==> src/rtl/seven_seg_pkg.sv <==
// Shared 7-segment definitions: one pattern table for both the display encoder and the
// scan-bus decoder, so the two sides can never disagree on a glyph.
package seven_seg_pkg;

  localparam int SEG_DP_BIT = 7;

  localparam logic [6:0] SEG_BLANK = 7'h00;

  // Segment order is a..g on bits 6..0, active-high.
  localparam logic [6:0] SEG_HEX_0 = 7'h7E;
  localparam logic [6:0] SEG_HEX_1 = 7'h30;
  localparam logic [6:0] SEG_HEX_2 = 7'h6D;
  localparam logic [6:0] SEG_HEX_3 = 7'h79;
  localparam logic [6:0] SEG_HEX_4 = 7'h33;
  localparam logic [6:0] SEG_HEX_5 = 7'h5B;
  localparam logic [6:0] SEG_HEX_6 = 7'h5F;
  localparam logic [6:0] SEG_HEX_7 = 7'h72;
  localparam logic [6:0] SEG_HEX_8 = 7'h7F;
  localparam logic [6:0] SEG_HEX_9 = 7'h7B;
  localparam logic [6:0] SEG_HEX_A = 7'h77;
  localparam logic [6:0] SEG_HEX_B = 7'h1F;
  localparam logic [6:0] SEG_HEX_C = 7'h4E;
  localparam logic [6:0] SEG_HEX_D = 7'h3D;
  localparam logic [6:0] SEG_HEX_E = 7'h4F;
  localparam logic [6:0] SEG_HEX_F = 7'h47;

  localparam logic [15:0][6:0] SEG_HEX_TABLE = {
    SEG_HEX_F, SEG_HEX_E, SEG_HEX_D, SEG_HEX_C,
    SEG_HEX_B, SEG_HEX_A, SEG_HEX_9, SEG_HEX_8,
    SEG_HEX_7, SEG_HEX_6, SEG_HEX_5, SEG_HEX_4,
    SEG_HEX_3, SEG_HEX_2, SEG_HEX_1, SEG_HEX_0
  };

  // Outcome of classifying one committed segment pattern.
  typedef enum logic [1:0] {
    PAT_HIT   = 2'd0,
    PAT_BLANK = 2'd1,
    PAT_BAD   = 2'd2
  } pat_kind_e;

  function automatic logic [6:0] seg_encode(input logic [3:0] hex);
    return SEG_HEX_TABLE[hex];
  endfunction

endpackage

==> src/rtl/seg_pattern_decode.sv <==
// Combinational reverse lookup of a 7-segment pattern to its hex digit.
// Exactly one of hit_o / blank_o is set for recognised patterns; neither for garbage.
module seg_pattern_decode
  import seven_seg_pkg::*;
(
  input  logic [6:0] seg_i,
  output logic       hit_o,
  output logic       blank_o,
  output logic [3:0] hex_o
);

  // NOTE: every output gets a default before the table search; a path that leaves one
  // unassigned would infer a latch.
  always_comb begin
    hit_o   = 1'b0;
    blank_o = (seg_i == SEG_BLANK);
    hex_o   = 4'h0;
    for (int h = 0; h < 16; h++) begin
      if (seg_i == SEG_HEX_TABLE[h]) begin
        hit_o = 1'b1;
        hex_o = 4'(h);
      end
    end
  end

endmodule

==> src/rtl/seven_seg_scan_decoder.sv <==
// Receive side of a multiplexed 7-segment bus: synchronises, debounces the scan, and
// rebuilds the hex value, dp and validity of each digit, plus scan-health flags.
module seven_seg_scan_decoder
  import seven_seg_pkg::*;
#(
  parameter int NUM_DIGITS    = 4,
  parameter int STABLE_CYCLES = 4,
  parameter int SYNC_STAGES   = 2,
  localparam int IDX_W        = (NUM_DIGITS > 1) ? $clog2(NUM_DIGITS) : 1
) (
  input  logic                    clk,
  input  logic                    rst_n,
  input  logic [7:0]              seg_in,
  input  logic [NUM_DIGITS-1:0]   dig_sel,
  input  logic                    clr,
  output logic [4*NUM_DIGITS-1:0] hex_out,
  output logic [NUM_DIGITS-1:0]   dp_out,
  output logic [NUM_DIGITS-1:0]   valid,
  output logic [NUM_DIGITS-1:0]   bad_pattern,
  output logic                    upd_stb,
  output logic [IDX_W-1:0]        upd_idx,
  output logic                    frame_stb,
  output logic                    sel_err
);

  localparam int SW    = 8 + NUM_DIGITS;
  localparam int CNT_W = (STABLE_CYCLES > 1) ? $clog2(STABLE_CYCLES) : 1;
  localparam logic [CNT_W-1:0] CNT_MAX = CNT_W'(STABLE_CYCLES - 1);

  // ---------------------------------------------------------------- synchroniser
  logic [SW-1:0] s_raw;
  logic [SW-1:0] s_sync;

  assign s_raw = {seg_in, dig_sel};

  generate
    if (SYNC_STAGES == 0) begin : g_nosync
      assign s_sync = s_raw;
    end else begin : g_sync
      logic [SW-1:0] sync_q [SYNC_STAGES];

      // NOTE: clocked state uses non-blocking assignments so every register sees the
      // pre-edge value of its neighbours; reset is sampled on the clock edge.
      always_ff @(posedge clk) begin
        if (!rst_n) begin
          for (int i = 0; i < SYNC_STAGES; i++) sync_q[i] <= '0;
        end else begin
          sync_q[0] <= s_raw;
          for (int i = 1; i < SYNC_STAGES; i++) sync_q[i] <= sync_q[i-1];
        end
      end

      assign s_sync = sync_q[SYNC_STAGES-1];
    end
  endgenerate

  // ---------------------------------------------------------------- stability tracking
  logic [SW-1:0]    s_q;
  logic [CNT_W-1:0] cnt_q, cnt_d;
  logic             done_q, done_d;
  logic             changed;
  logic             at_thresh;
  logic             first_thresh;

  assign changed      = (s_sync != s_q);
  assign at_thresh    = (cnt_q == CNT_MAX);
  // First cycle of a stable interval at which the threshold is reached.
  assign first_thresh = at_thresh && !done_q;

  always_comb begin
    cnt_d  = cnt_q;
    done_d = done_q;
    if (changed) begin
      cnt_d  = '0;
      done_d = 1'b0;
    end else if (at_thresh) begin
      done_d = 1'b1;
    end else begin
      cnt_d = cnt_q + CNT_W'(1);
    end
  end

  // ---------------------------------------------------------------- sample decode
  logic [7:0]            seg_q;
  logic [NUM_DIGITS-1:0] dig_q;
  logic                  one_hot;
  logic                  multi_hot;
  logic                  commit;
  logic [IDX_W-1:0]      dig_idx;
  logic                  dec_hit;
  logic                  dec_blank;
  logic [3:0]            dec_hex;
  pat_kind_e             kind;

  assign seg_q     = s_q[SW-1 -: 8];
  assign dig_q     = s_q[NUM_DIGITS-1:0];
  assign one_hot   = ($countones(dig_q) == 1);
  assign multi_hot = ($countones(dig_q) > 1);
  assign commit    = first_thresh && one_hot;

  always_comb begin
    dig_idx = '0;
    for (int i = 0; i < NUM_DIGITS; i++) begin
      if (dig_q[i]) dig_idx = IDX_W'(i);
    end
  end

  seg_pattern_decode u_decode (
    .seg_i   (seg_q[6:0]),
    .hit_o   (dec_hit),
    .blank_o (dec_blank),
    .hex_o   (dec_hex)
  );

  always_comb begin
    if (dec_hit)        kind = PAT_HIT;
    else if (dec_blank) kind = PAT_BLANK;
    else                kind = PAT_BAD;
  end

  // ---------------------------------------------------------------- per-digit state
  logic [4*NUM_DIGITS-1:0] hex_q, hex_d;
  logic [NUM_DIGITS-1:0]   dp_q, dp_d;
  logic [NUM_DIGITS-1:0]   valid_q, valid_d;
  logic [NUM_DIGITS-1:0]   bad_q, bad_d;
  logic [NUM_DIGITS-1:0]   seen_q, seen_d;
  logic [NUM_DIGITS-1:0]   seen_nx;
  logic                    upd_stb_q, upd_stb_d;
  logic [IDX_W-1:0]        upd_idx_q, upd_idx_d;
  logic                    frame_q, frame_d;
  logic                    sel_err_q, sel_err_d;

  // clr wipes the status bits first; a commit in the same cycle then lands on top.
  always_comb begin
    hex_d     = hex_q;
    dp_d      = dp_q;
    valid_d   = clr ? '0 : valid_q;
    bad_d     = clr ? '0 : bad_q;
    sel_err_d = (clr ? 1'b0 : sel_err_q) | (first_thresh && multi_hot);
    upd_stb_d = commit;
    upd_idx_d = commit ? dig_idx : upd_idx_q;
    seen_nx   = (clr ? '0 : seen_q) | (commit ? dig_q : '0);
    frame_d   = &seen_nx;
    seen_d    = frame_d ? '0 : seen_nx;

    for (int i = 0; i < NUM_DIGITS; i++) begin
      if (commit && dig_q[i]) begin
        dp_d[i] = seg_q[SEG_DP_BIT];
        unique case (kind)
          PAT_HIT: begin
            hex_d[4*i +: 4] = dec_hex;
            valid_d[i]      = 1'b1;
            bad_d[i]        = 1'b0;
          end
          PAT_BLANK: begin
            valid_d[i] = 1'b0;
            bad_d[i]   = 1'b0;
          end
          default: begin
            valid_d[i] = 1'b0;
            bad_d[i]   = 1'b1;
          end
        endcase
      end
    end
  end

  always_ff @(posedge clk) begin
    if (!rst_n) begin
      s_q       <= '0;
      cnt_q     <= '0;
      done_q    <= 1'b0;
      hex_q     <= '0;
      dp_q      <= '0;
      valid_q   <= '0;
      bad_q     <= '0;
      seen_q    <= '0;
      upd_stb_q <= 1'b0;
      upd_idx_q <= '0;
      frame_q   <= 1'b0;
      sel_err_q <= 1'b0;
    end else begin
      s_q       <= s_sync;
      cnt_q     <= cnt_d;
      done_q    <= done_d;
      hex_q     <= hex_d;
      dp_q      <= dp_d;
      valid_q   <= valid_d;
      bad_q     <= bad_d;
      seen_q    <= seen_d;
      upd_stb_q <= upd_stb_d;
      upd_idx_q <= upd_idx_d;
      frame_q   <= frame_d;
      sel_err_q <= sel_err_d;
    end
  end

  assign hex_out     = hex_q;
  assign dp_out      = dp_q;
  assign valid       = valid_q;
  assign bad_pattern = bad_q;
  assign upd_stb     = upd_stb_q;
  assign upd_idx     = upd_idx_q;
  assign frame_stb   = frame_q;
  assign sel_err     = sel_err_q;

endmodule

==> config.mk <==
export PLATFORM = sky130hd
export DESIGN_NAME = seven_seg_scan_decoder
export DESIGN_NICKNAME = d
export VERILOG_FILES = /design/src/rtl/seven_seg_pkg.sv /design/src/rtl/seg_pattern_decode.sv /design/src/rtl/seven_seg_scan_decoder.sv
export SDC_FILE = /design/constraint.sdc
export NUM_CORES = 1
export LEC_CHECK = 0
export ABC_CLOCK_PERIOD_IN_PS = 4000
export CAP_MARGIN = 0
export CORE_MARGIN = 1
export CORE_UTILIZATION = 50
export CTS_CLUSTER_SIZE = 12
export DETAILED_ROUTE_END_ITERATION = 8
export GPL_TIMING_DRIVEN = 0
export PLACE_DENSITY = 0.77
export SETUP_SLACK_MARGIN = 0.05
export SLEW_MARGIN = 15
export SYNTH_ARGS = -nofsm -noshare
export SYNTH_HDL_FRONTEND = slang
export SYNTH_SLANG_ARGS = --single-unit
==> constraint.sdc <==
create_clock -name clk -period 4 [get_ports clk]
set_input_delay 1 -clock clk [delete_from_list [all_inputs] [get_ports clk]]
set_output_delay 1 -clock clk [all_outputs]
set_load 0.01 [all_outputs]
Yosys cells after proc, flatten, opt, wreduce, memory -nomap -nowiden:

Memory sizes are Yosys's and may differ from the RTL's.
Cells that the tools add are included.
W data, S select, Z words.

* register bits: 52
* memory bits (writable): 24
* input bits: 15
* output and inout bits: 33
* memories kept: 1

Memories
* g_sync.sync_q: words 2, bits a word 12, read ports 2, clocked after Yosys merged registers in 0, wr ports 2, RTL line seven_seg_scan_decoder.sv:40 `logic [SW-1:0] sync_q [SYNC_STAGES];`

* add/sub/neg operators: 4
* magnitude comparators: 1
* eq/ne operators: 20
* muxes and demuxes: 54
* bitwise operators: 5
* reductions and logical operators: 22

Operator list (count)
* $eq A7 B7 Y1 const B: 12
* $mux W4: 11
* $eq A32 B2 Y1 const B: 1
* $mux W1: 31
* $mux W12: 2
* $eq A7 B6 Y1 const B: 3
* $mux W2: 6
* $mux W3: 4
* $ne A12 B12 Y1: 1
* $reduce_and A2 Y1: 4
* $reduce_bool A2 Y1: 4
* $eq A7 B5 Y1 const B: 1
* $logic_and A1 B1 Y1: 7
* $logic_not A7 Y1: 1
* $reduce_or A2 Y1: 3
* $add A1 B1 Y2: 2
* $or A4 B4 Y4: 1
* $reduce_and A4 Y1: 1
* $add A2 B2 Y3: 1
* $gt A3 B1 Y1 const B: 1
* $or A1 B1 Y1: 3
* $add A2 B1 Y2 const B: 1
* $eq A2 B1 Y1 const B: 1
* $eq A2 B2 Y1 const B: 1
* other kinds (3): 3

Depth between registers and ports, before layout:

* depth after elaboration: 22
* mapped depth: 12

Modules after synthesis:

Synthesis repeated with hierarchy kept, for this count alone.

* cell total of the unflattened synthesis: 316
* area total of the unflattened synthesis: 3143.0 µm²

Modules (own cells, without submodules)
* seven_seg_scan_decoder: instances 1, cells each 261, area an instance 2768.9 µm², seq. area each 1521.5 µm²
* seg_pattern_decode: instances 1, cells each 55, area an instance 374.1 µm², seq. area each 0.0 µm²

Worst setup path after synthesis:

OpenSTA, ideal clock, no wires.

* kind: register -> register
* from: register s_q[0]
* to: register frame_q, in the netlist frame_stb
* library setup time: 0.060 ns
* data arrival time: 2.863 ns
* data required time: 3.940 ns
* slack: 1.077 ns
* stages on the path, launching flop included: 13
* path buffers: 1
* clock period less this slack: 2.923 ns
* path through: dfxtp_1 -> inv_1 -> fa_1 -> inv_1 -> ha_1 -> inv_1 -> ha_1 -> or4b_1 -> buf_2 -> nor3_4 -> nand4_1 -> a211oi_2 -> and2_1

* longest elaborated chain between the ends: 7

RTL lines
* start: declaration: RTL line seven_seg_scan_decoder.sv:58 `logic [SW-1:0] s_q;`
* start signal: assignment: RTL line seven_seg_scan_decoder.sv:183 `s_q <= s_sync;`
* $add A1 B1 Y2 (implied by the code): RTL line seven_seg_scan_decoder.sv:97 `assign one_hot = ($countones(dig_q) == 1);`
* $add A2 B2 Y3 (implied by the code): RTL line seven_seg_scan_decoder.sv:97
* $eq A32 B2 Y1: RTL line seven_seg_scan_decoder.sv:97
* $logic_and A1 B1 Y1: RTL line seven_seg_scan_decoder.sv:99 `assign commit = first_thresh && one_hot;`
* $mux W4 (*): RTL line seven_seg_scan_decoder.sv:142 `seen_nx = (clr ? '0 : seen_q) | (commit ? dig_q : '0);`
* $or A4 B4 Y4 (*): RTL line seven_seg_scan_decoder.sv:142
* $reduce_and A4 Y1 (*): RTL line seven_seg_scan_decoder.sv:143 `frame_d = &seen_nx;`
* end signal: assignment: RTL line seven_seg_scan_decoder.sv:193 `frame_q <= frame_d;`
* end: declaration: RTL line seven_seg_scan_decoder.sv:130 `logic frame_q, frame_d;`

Every way passes the cells marked *; elsewhere a longest branch is shown, timed or not.
A chain may end at the register's enable or synchronous reset.

Worst setup path in the final report:

* from: register s_q[0]
* to: register hex_q[4], in the netlist hex_out[4]

* longest elaborated chain between the ends: 6

RTL lines
* $add A1 B1 Y2 (implied by the code): RTL line seven_seg_scan_decoder.sv:97
* $add A2 B2 Y3 (implied by the code): RTL line seven_seg_scan_decoder.sv:97
* $eq A32 B2 Y1: RTL line seven_seg_scan_decoder.sv:97
* $logic_and A1 B1 Y1: RTL line seven_seg_scan_decoder.sv:99
* $logic_and A1 B1 Y1: RTL line seven_seg_scan_decoder.sv:147 `if (commit && dig_q[i]) begin`
* $reduce_and A2 Y1 (no source line)
* end signal: assignment: RTL line seven_seg_scan_decoder.sv:173 `hex_q <= '0;`
* end signal: assignment: RTL line seven_seg_scan_decoder.sv:186 `hex_q <= hex_d;`
* end: declaration: RTL line seven_seg_scan_decoder.sv:122 `logic [4*NUM_DIGITS-1:0] hex_q, hex_d;`

Every way passes these cells.

==> summary.txt <==
Status
  – Status: finished, final reports clean

Worst setup path
  – Setup crit start kind: flip-flop
  – Reg2Reg Setup Slack: 660 ps
  – CP delay by family, top: simple AND/OR/NAND/NOR gates
  – Crit path DAT: 3550 ps
  – R2r worst-path depth: 12
  – Crit path buf inv count: 4
  – Setup CP Type: reg -> reg
  – Worst path required time: 4210 ps
  – Max incr delay on CP: 550 ps
  – R2r startpoint: s_q[0]
  – Most used cell, CP: inv_1
  – Worst flop-to-flop path endpoint: hex_out[4]
  – Critical path's slowest cell: fa_1
  – CP Launch Point: s_q[0]
  – Critical-path cell list: inv_1 > fa_1 > inv_1 > ha_1 > inv_1 > ha_1 > or4b_1 > buf_2 > nor2_2 > nand2_1 > a31oi_1 > o22ai_1
  – Worst setup EP type: flip-flop
  – Crit path capture: hex_out[4]
  – Crit-path max FO: 9
  – CP Depth: 12

CTS
  – CTS clk-pin slew, worst paths: 80 ps
  – Hold_buf cts: 0
  – Clock latency on the worst-skew pair: 340 ps
  – CTS tree: yes
  – Post_cts resized: 0
  – Setup repair bufs after CTS: 0
  – Deepest clock path buffer count: 2
  – Clock tree root driver cell: clkbuf_8
  – Clock sinks: 76
  – CTS buffer count: 9
  – H-tree levels: 3

Power
  – Pleak: 1.48 nW
  – PD cells: 374 mW/mm²
  – Worst ir drop on vdd: 0.214 mV

Timing
  – RSZ-0062 raised after global routing: false
  – Worst slew pin tran: 612 ps
  – Slew HR: 0.587
  – Fin. Hold Viols: 0
  – Final worst path period share: 0.835
  – Setup TNS: 0 ps
  – Final min period: 3340 ps
  – Highest Clock Rate: 0.300 GHz
  – Slew Viols, Final: 0
  – Final setup vio count: 0
  – Layout Skew: 9.82 ps

Routing
  – Via/cell ratio: 5.67
  – Antenna Nets Post-Route: 0
  – DRC viols: 0
  – DR WL/cell: 14.7 µm
  – Drt first pass iters: 5
  – Iter 0 DRT Violations: 340
  – Vias: 2699
  – Drt total wl: 7.00 mm

Synth
  – EDFF count, synth: 0
  – Mean area per synthesized cell: 9.27 µm²
  – Cells after Synth: 340
  – Post-synthesis net count: 360
  – Post-Syn Area: 0.00315 mm²
  – Async S/R FF share, synth: 0
  – Synth cell types: 50
  – Yosys reg bits: 76
  – Yosys warning count: 0
  – Main synth FF type: dfxtp_1
  – Register area share after synthesis: 0.483

Global route
  – Global route total overflow: 0
  – First-pass GRT wire length: 11.8 mm
  – Number of global-route vias before repair: 2546
  – Total track usage: 0.235
  – Initial antenna violation count: 0
  – Largest net degree at the start of global routing: 13

Die
  – IO Count: 48
  – Initial core utilization: 0.526
  – Die height: 81.4 µm
  – Die Wd: 81.4 µm
  – Rows: 28
  – CORE AREA: 0.00599 mm²
  – Die area: 0.00663 mm²

Hold path
  – Hold Crit Class: reg -> reg

Layout
  – Area Overhead vs Synth: 24.3%
  – Number of diodes: 0
  – Share of cells above drive strength 1: 0.0673
  – Cell area after layout: 0.00392 mm²
  – Layout Nets: 418

Placed design
  – IO Port Bufs: 47
  – RD Place Congestion: 0.841
  – Dpl cell area: 0.00372 mm²
  – Detailed Place HPWL: 5.03 mm

Job
  – Max_cap viols: 0
Yosys cell counts, types with 5 or more instances:
cell | count | area (µm²)
a31oi_1 | 5 | 31.3
and2_1 | 40 | 250
buf_2 | 6 | 30.0
clkbuf_1 | 15 | 56.3
dfxtp_1 | 76 | 1520
inv_1 | 8 | 30.0
nand2_1 | 37 | 139
nand3_1 | 21 | 105
nor2_1 | 9 | 33.8
nor2b_1 | 6 | 37.5
nor4_1 | 5 | 31.3
o21ai_0 | 9 | 45.0
o221ai_1 | 9 | 78.8
o22ai_1 | 10 | 62.6
xnor2_1 | 6 | 52.6
xor2_1 | 8 | 70.1
area by class of cell:
type | instances | area [µm²]
plain buffers | 22 | 90.1
clock buffers | 9 | 124
clock inverters | 5 | 78.8
fillers | 501 | 2070
inverters | 8 | 30.0
multi-input cells | 234 | 1510
flip-flops and latches | 76 | 1520
well taps | 75 | 93.8
repair buffers | 47 | 470
where the power goes:
part,internal (mW),switching (mW),total (mW)
combinational,0.0348,0.0399,0.0747
clock,0.343,0.270,0.613
sequential,0.771,0.00843,0.780
total,1.15,0.318,1.47
sequential cells by signal, summed over array words and instances, names as in the netlist:
signal,cells
upd_idx,2
valid,4
bad_pattern,4
dp_out,4
done_q,1
hex_out,16
upd_stb,1
sel_err,1
g_sync.sync_q,24
seen_q,4
s_q,12
frame_stb,1
cnt_q,2
how the worst min path moves through the flow:
stage | to | startpoint | cells after the start
2_1_floorplan | g_sync.sync_q[0][12] | g_sync.sync_q[0][0] | 1
3_3_place_gp | g_sync.sync_q[0][16] | g_sync.sync_q[0][4] | 1
3_5_place_dp | g_sync.sync_q[0][14] | g_sync.sync_q[0][2] | 1
4_1_cts | g_sync.sync_q[0][17] | g_sync.sync_q[0][5] | 1
5_1_grt | g_sync.sync_q[0][22] | g_sync.sync_q[0][10] | 1
6_report | g_sync.sync_q[0][12] | g_sync.sync_q[0][0] | 1
metal layers:
layer,up-vias,track usage,routed length (µm)
met3,22,0.0511,441
met5,-,0,0
met1,1242,0.299,3120
li1,1316,-,-
met2,119,0.377,3260
met4,0,0.114,181
cell usage in the layout (no fill, tap or decap), types with 2 or more instances in the layout:
cell type / instances
o211a_1: 4
o22ai_1: 10
nor2_1: 9
and3_1: 4
nand3_1: 21
o21ai_0: 9
clkbuf_1: 15
o21ai_1: 3
bufinv_16: 2
dfxtp_1: 76
buf_2: 6
nor2b_1: 6
o31ai_1: 4
nor3_2: 3
clkinv_2: 2
inv_1: 8
nand2b_1: 2
ha_1: 4
nand4_1: 4
xor2_1: 8
a211oi_1: 2
nand3b_1: 2
and2_1: 40
a21boi_1: 4
nor4bb_1: 2
o221ai_1: 9
nor3_1: 3
a21oi_1: 4
clkdlybuf4s50_1: 47
nand4b_1: 4
a31oi_1: 5
clkbuf_8: 9
xnor2_1: 6
o2111ai_1: 2
nor3b_1: 2
nor4_1: 5
nand2_1: 37
logic make-up (layout without fill, tap and decap cells):
| group | count (synthesis) | count (layout) | share of synthesized area |
|---|---|---|---|
| simple gates | 152 | 152 | 0.275 |
| flops | 76 | 76 | 0.483 |
| buf+inv | 30 | 91 | 0.0381 |
| xor+xnor | 14 | 14 | 0.0389 |
| compound gates | 62 | 62 | 0.140 |
| fa+ha+maj | 5 | 5 | 0.0222 |
| mux | 1 | 1 | 0.00317 |
worst reg2reg max path: stages, from the launching register on:
cell and delay, ps:
dfxtp_1 380, inv_1 110, fa_1 550, inv_1 40, ha_1 190, inv_1 60
ha_1 230, or4b_1 490, buf_2 180, nor2_2 310, nand2_1 340, a31oi_1 240
o22ai_1 100
per-stage QoR:
step / instances / setup WS (ps) / util / total power [mW] / hold slack [ps]
finish: 476 / 661 / 0.654 / 1.47 / 435
CTS: 476 / 658 / 0.654 / 1.48 / 434
floorplan: 340 / 1080 / - / 0.842 / 412
global placement: 462 / 705 / 0.621 / 0.870 / 414
global route: 476 / 411 / 0.654 / 1.52 / 449
detailed placement: 462 / 700 / 0.621 / 0.872 / 419
Power figures use the tool's default switching activity.
